[config.mk]
export PLATFORM = sky130hd
export DESIGN_NAME = oc_collector_param
export DESIGN_NICKNAME = d
export VERILOG_FILES = /design/src/rtl/oc_collector_param.sv
export SDC_FILE = /design/constraint.sdc
export NUM_CORES = 2
export LEC_CHECK = 0
export BUFFER_PORTS_ARGS = -buffer_cell sky130_fd_sc_hd__buf_2
export CAP_MARGIN = 20
export CORE_AREA = 2 2 775 777
export CTS_CLUSTER_DIAMETER = 100
export DETAILED_ROUTE_END_ITERATION = 16
export DIE_AREA = 0 0 777 779
export PLACE_DENSITY = 0.3
export SETUP_SLACK_MARGIN = 0.15
export SYNTH_ARGS = -nofsm -noshare
export SYNTH_HDL_FRONTEND = slang
export SYNTH_SLANG_ARGS = --single-unit
[constraint.sdc]
create_clock -name clk -period 6.1 [get_ports clk]
set_clock_uncertainty 0.15 [all_clocks]
set_input_delay 0.61 -clock clk [delete_from_list [all_inputs] [get_ports clk]]
set_output_delay 0.61 -clock clk [all_outputs]
set_load 0.005 [all_outputs]
[src/rtl/oc_collector_param.sv]
`default_nettype none
// ============================================================================
// Module   : oc_collector_param
// Brief    : Operand collector unit. Issues one bank read per needed source,
//            captures tagged bank returns, then dispatches operands + payload.
// Revision : 1.0 - initial release
// ============================================================================
module oc_collector_param #(
    parameter int OCID      = 0,
    parameter int NUM_SRC   = 3,
    parameter int NUM_BANKS = 4,
    parameter int DATA_W    = 256,
    parameter int REG_ID_W  = 5,
    parameter int TAG_W     = 4,
    parameter int PYLD_W    = 64
) (
    input  logic                         clk,
    input  logic                         rst,
    input  logic                         flush,
    input  logic                         alloc_vld,
    output logic                         alloc_rdy,
    input  logic [NUM_SRC-1:0]           alloc_src_mask,
    input  logic [NUM_SRC*REG_ID_W-1:0]  alloc_reg_id,
    input  logic [PYLD_W-1:0]            alloc_pyld,
    output logic                         rq_vld,
    input  logic                         rq_rdy,
    output logic [REG_ID_W-1:0]          rq_reg_id,
    output logic [TAG_W-1:0]             rq_tag,
    input  logic [NUM_BANKS-1:0]         bk_vld,
    input  logic [NUM_BANKS-1:0]         bk_bz,
    input  logic [NUM_BANKS*TAG_W-1:0]   bk_tag,
    input  logic [NUM_BANKS*DATA_W-1:0]  bk_data,
    output logic                         out_vld,
    input  logic                         out_rdy,
    output logic [NUM_SRC*DATA_W-1:0]    out_data,
    output logic [PYLD_W-1:0]            out_pyld
);

    localparam int c_BANK_W = (NUM_BANKS > 1) ? $clog2(NUM_BANKS) : 1;

    generate
        if ((OCID * NUM_SRC + NUM_SRC - 1) >= (2 ** TAG_W)) begin : g_tag_check
            $error("oc_collector_param: slot tags of OCID %0d do not fit in TAG_W %0d", OCID, TAG_W);
        end
        if (NUM_SRC < 1 || NUM_SRC > 8) begin : g_src_check
            $error("oc_collector_param: NUM_SRC %0d outside 1..8", NUM_SRC);
        end
    endgenerate

    typedef enum logic [1:0] {
        IDLE    = 2'd0,
        COLLECT = 2'd1,
        READY   = 2'd2
    } state_t;

    state_t                        r_state;
    state_t                        w_state_nxt;
    logic [NUM_SRC-1:0]            r_need;
    logic [NUM_SRC-1:0]            r_req_done;
    logic [NUM_SRC-1:0]            r_got;
    logic [NUM_SRC*REG_ID_W-1:0]   r_reg_id;
    logic [NUM_SRC*DATA_W-1:0]     r_data;
    logic [PYLD_W-1:0]             r_pyld;

    logic [NUM_SRC-1:0]            w_pend;
    logic [NUM_SRC-1:0]            w_grant;
    logic [NUM_SRC-1:0]            w_cap;
    logic [NUM_SRC*DATA_W-1:0]     w_cap_data;
    logic                          w_alloc;
    logic                          w_done_all;
    logic                          w_collect;

    assign w_collect  = (r_state == COLLECT);
    assign alloc_rdy  = (r_state == IDLE);
    assign out_vld    = (r_state == READY);
    assign out_data   = r_data;
    assign out_pyld   = r_pyld;
    assign w_alloc    = alloc_vld & alloc_rdy & ~flush;
    assign w_pend     = r_need & ~r_req_done;
    assign w_done_all = &(r_got | w_cap | ~r_need);

    // Lowest pending slot wins; descending scan leaves the lowest index last.
    always_comb begin
        rq_vld    = 1'b0;
        rq_reg_id = '0;
        rq_tag    = '0;
        w_grant   = '0;
        for (int s = NUM_SRC - 1; s >= 0; s--) begin
            if (w_collect && w_pend[s]) begin
                rq_vld    = 1'b1;
                rq_reg_id = r_reg_id[s*REG_ID_W +: REG_ID_W];
                rq_tag    = TAG_W'(OCID * NUM_SRC + s);
                w_grant   = '0;
                w_grant[s] = 1'b1;
            end
        end
    end

    genvar gs;
    generate
        for (gs = 0; gs < NUM_SRC; gs++) begin : g_slot
            localparam logic [TAG_W-1:0] c_TAG = TAG_W'(OCID * NUM_SRC + gs);
            logic [c_BANK_W-1:0] w_bank;
            logic                w_hit;
            logic [DATA_W-1:0]   w_sel;

            if (NUM_BANKS > 1) begin : g_bank_sel
                assign w_bank = r_reg_id[gs*REG_ID_W + REG_ID_W - 1 -: c_BANK_W];
            end else begin : g_bank_one
                assign w_bank = '0;
            end

            always_comb begin
                w_hit = 1'b0;
                w_sel = '0;
                for (int k = 0; k < NUM_BANKS; k++) begin
                    if (w_bank == c_BANK_W'(k)) begin
                        w_hit = bk_vld[k] & ~bk_bz[k] & (bk_tag[k*TAG_W +: TAG_W] == c_TAG);
                        w_sel = bk_data[k*DATA_W +: DATA_W];
                    end
                end
            end

            assign w_cap[gs] = w_hit & r_req_done[gs] & ~r_got[gs] & w_collect;
            assign w_cap_data[gs*DATA_W +: DATA_W] = w_sel;
        end
    endgenerate

    always_comb begin
        w_state_nxt = r_state;
        case (r_state)
            IDLE:    if (w_alloc) w_state_nxt = (alloc_src_mask == '0) ? READY : COLLECT;
            COLLECT: if (w_done_all) w_state_nxt = READY;
            READY:   if (out_rdy) w_state_nxt = IDLE;
            default: w_state_nxt = IDLE;
        endcase
        if (flush) w_state_nxt = IDLE;
    end

    always_ff @(posedge clk) begin
        if (rst) begin
            r_state    <= IDLE;
            r_need     <= '0;
            r_req_done <= '0;
            r_got      <= '0;
            r_reg_id   <= '0;
            r_data     <= '0;
            r_pyld     <= '0;
        end else if (flush) begin
            // Operands and payload keep their last values; only tracking is dropped.
            r_state    <= IDLE;
            r_need     <= '0;
            r_req_done <= '0;
            r_got      <= '0;
        end else begin
            r_state <= w_state_nxt;
            if (w_alloc) begin
                r_need     <= alloc_src_mask;
                r_req_done <= '0;
                r_got      <= '0;
                r_reg_id   <= alloc_reg_id;
                r_pyld     <= alloc_pyld;
                r_data     <= '0;
            end else if (w_collect) begin
                r_req_done <= r_req_done | (w_grant & {NUM_SRC{rq_rdy}});
                r_got      <= r_got | w_cap;
                for (int s = 0; s < NUM_SRC; s++) begin
                    if (w_cap[s]) r_data[s*DATA_W +: DATA_W] <= w_cap_data[s*DATA_W +: DATA_W];
                end
            end
        end
    end

endmodule
`default_nettype wire

==> impl_metrics.json <==
{
  "status": "finished clean",
  "timing.rr.start": "r_reg_id[4]$_SDFFE_PP0P_",
  "worst_pin_slew_ns": 1.13,
  "hp-class": "primary input to register",
  "synth_top_flop_cell": "dfxtp_1",
  "dieHeight_microns": 779,
  "hpwl_microns": 413000,
  "nNetsFinal": 7746,
  "synth.largest_area_cell": "mux4_2",
  "setup_viol": 0,
  "synth-seq-cells": 858,
  "core_sq_um": 597000,
  "worst-path-max-fanout": 91,
  "avgSynthCellArea_sq_um": 10.2,
  "synth.area.top_cells": "mux4_2, dfxtp_1, nand2_1",
  "period_share_pct": 65.0,
  "post-cts-setup-buffers": 0,
  "r2r_cells": 7,
  "clock-sinks": 858,
  "route.vias.total": 50157,
  "htree_levels": 4,
  "hold_depth": 3,
  "async_flop_share_pct": 0,
  "portBuffers": 1977,
  "yosys_warnings": 0,
  "synth_edf_count": 0,
  "wl_per_cell_microns": 33.5,
  "slowest_stage": "dfxtp_4",
  "wl_met3_microns": 76800,
  "clk_pin_slew_ns": 0.06,
  "drc_errors": 0,
  "max-clock-path-buffers": 4,
  "rrSetupSlack_ns": 2.14,
  "place.gp.congestion": 0.981,
  "finalHoldViolCount": 0,
  "max_cap_violations": 0,
  "drt_wl_total_microns": 491000,
  "cpLargestDelayFamily": "simple AND/OR/NAND/NOR gates",
  "grt_antenna_before_repair": 228,
  "crit_path_end_kind": "register",
  "top_layer": "met5",
  "min_to": "out_data[634]$_SDFFE_PP0P_",
  "yosysSeqAreaShare_pct": 36.1,
  "grt_max_degree": 136,
  "arrival_ns": 4.57,
  "synth.distinct_cells": 42,
  "grt_pass1_vias": 50410,
  "met2_length_microns": 208000,
  "maxSlewViolCount": 0,
  "wl_met1_microns": 186000,
  "die_area_sq_um": 605000,
  "dp_slack_ns": 2.05,
  "avgViaCountPerCell": 3.42,
  "die_width_microns": 777,
  "crit_buf_inv": 1,
  "rsz0062_at_grt": "no",
  "cts_root_buffer": "clkbuf_16",
  "initial_core_util_pct": 7.97,
  "finalSetupTns_ns": 0,
  "gr-total-overflow": 0,
  "clock.fmax_mhz": 252,
  "synth_top_area_share_pct": 36.4,
  "grt_pass1_wl_microns": 605000,
  "drt-initial-drc-count": 3449,
  "r2r_end": "out_data[145]$_SDFFE_PP0P_",
  "synth_cells": 4642,
  "grtUsageTotal_pct": 15.5,
  "vdd_ir_drop_max_mv": 0.183,
  "timing.final.ws_setup_ns": 2.14,
  "clk_latency_ns": 0.84,
  "final_util_pct": 12.3,
  "critPathLaunchType": "register",
  "synth_area_sq_um": 47500,
  "min_period_ns": 3.96,
  "worstPathCellList": "nand4bb_1 > nor4b_1 > nor4_1 > or3_4 > buf_12 > nand2_1 > a21oi_1",
  "antenna_left": 0,
  "dr.pass1.iters": 7,
  "areaGrowthSynthToFinish_pct": 54.5,
  "fin_cells": 14662,
  "p_leak_nw": 25.6,
  "max_stage_delay_ns": 0.90,
  "rows": 284,
  "worstSetupPathType": "register to register",
  "drive_above_1_share_pct": 46.1,
  "numCtsBuffers": 150,
  "power.density_nw_per_um2": 229,
  "dp_cells": 14143,
  "total_power_mw": 16.8,
  "required_ns": 6.71,
  "io_pins": 1980,
  "cts_tree": "done",
  "slew_headroom_pct": 24.4,
  "holdCritStartpoint": "bk_data[890]"
}
==> where the power goes <==
group	internal, mW	leakage [nW]	total [mW]	switching (mW)
clock	5.05	2.30	8.60	3.55
combinational	1.17	16.4	2.53	1.36
sequential	5.63	6.92	5.68	0.0475
==> state kept, by name, indices dropped and copies added (netlist names) <==
name	cells
r_reg_id	15
r_got	3
out_data	768
r_state	2
r_need	3
out_pyld	64
r_req_done	3
==> cell usage after synthesis (all sizes together) (2+ instances only) <==
| library cell | n |
|---|---|
| nand3 | 3 |
| nor4 | 5 |
| a22oi | 5 |
| nor2 | 17 |
| nor3 | 8 |
| or4b | 5 |
| or2 | 3 |
| a22o | 47 |
| nor3b | 2 |
| or3 | 2 |
| dfxtp | 858 |
| o21ai | 8 |
| nand2b | 5 |
| nor4b | 5 |
| nor2b | 3 |
| clkbuf | 282 |
| o211ai | 2 |
| a21oi | 806 |
| and2 | 2 |
| buf | 171 |
| mux4 | 768 |
| nand2 | 1619 |
| a31oi | 4 |
==> placed cells by master, fill, tap and decap left out, types with 36 or more instances in the layout <==
master / n
buf_2: 1976
nand2_1: 1619
dfxtp_1: 852
a21oi_1: 806
mux4_2: 768
dlygate4sd3_1: 180
clkbuf_16: 152
diode_2: 81
buf_4: 76
a22o_1: 47
clkbuf_1: 37
buf_12: 36
==> how the worst max path moves through the flow <==
stage,cells past startpoint,slack [ns],end,startpoint
CTS,4,2.00,rq_reg_id[3],r_reg_id[13]$_SDFFE_PP0P_
global route,8,1.80,out_data[156]$_SDFFE_PP0P_,r_reg_id[4]$_SDFFE_PP0P_
detailed placement,8,2.05,out_data[67]$_SDFFE_PP0P_,r_reg_id[4]$_SDFFE_PP0P_
floorplan,9,3.31,out_data[682]$_SDFFE_PP0P_,bk_bz[3]
global placement,8,2.08,out_data[80]$_SDFFE_PP0P_,r_reg_id[4]$_SDFFE_PP0P_
finish,7,2.14,out_data[145]$_SDFFE_PP0P_,r_reg_id[4]$_SDFFE_PP0P_
==> routing by layer <==
metal  track usage [%]  vias up
li1                  -    21044
met1              17.6    25755
met2              23.2     2605
met3              10.4      645
met4              4.90      108
met5             0.525        -
==> metrics by stage <==
| step | cell area [sq um] | hold WS (ns) |
|---|---|---|
| floorplan | 47500 | 0.284 |
| global placement | 66700 | 0.286 |
| detailed placement | 66700 | 0.290 |
| CTS | 73200 | 0.000753 |
| global route | 73300 | 0.0303 |
| finish | 73400 | 0.119 |
==> final cells by class <==
cell class	count	area, sq um
diodes	81	203
clock buffers	209	4220
clock inverters	49	510
fillers	68701	523000
inverters	1	3.75
multi-input cells	3331	28500
flip-flops and latches	858	17200
well taps	7865	9840
repair buffers	2268	13000
==> logic make-up (layout without fill, tap and decap cells) <==
kind of cell	count (synthesis)	in the layout	share of synthesized area [%]
compound gates	876	876	9.68
flops	858	858	36.1
other cells	1	83	0.00789
mux	769	769	36.4
buf+inv	454	2527	4.10
simple gates	1684	1684	13.6
==> worst reg2reg max path, stage by stage, from the launching register on <==
cell,delay (ns)
dfxtp_4,0.90
nand4bb_1,0.30
nor4b_1,0.08
nor4_1,0.77
or3_4,0.64
buf_12,0.54
nand2_1,0.39
a21oi_1,0.14
==> repair_timing <==
item	CTS	global route
hold endpoints to repair	129	0
resized for setup	0	0
setup endpoints to repair	0	0
hold buffers	180	0
(Power assumes the default switching activity.)
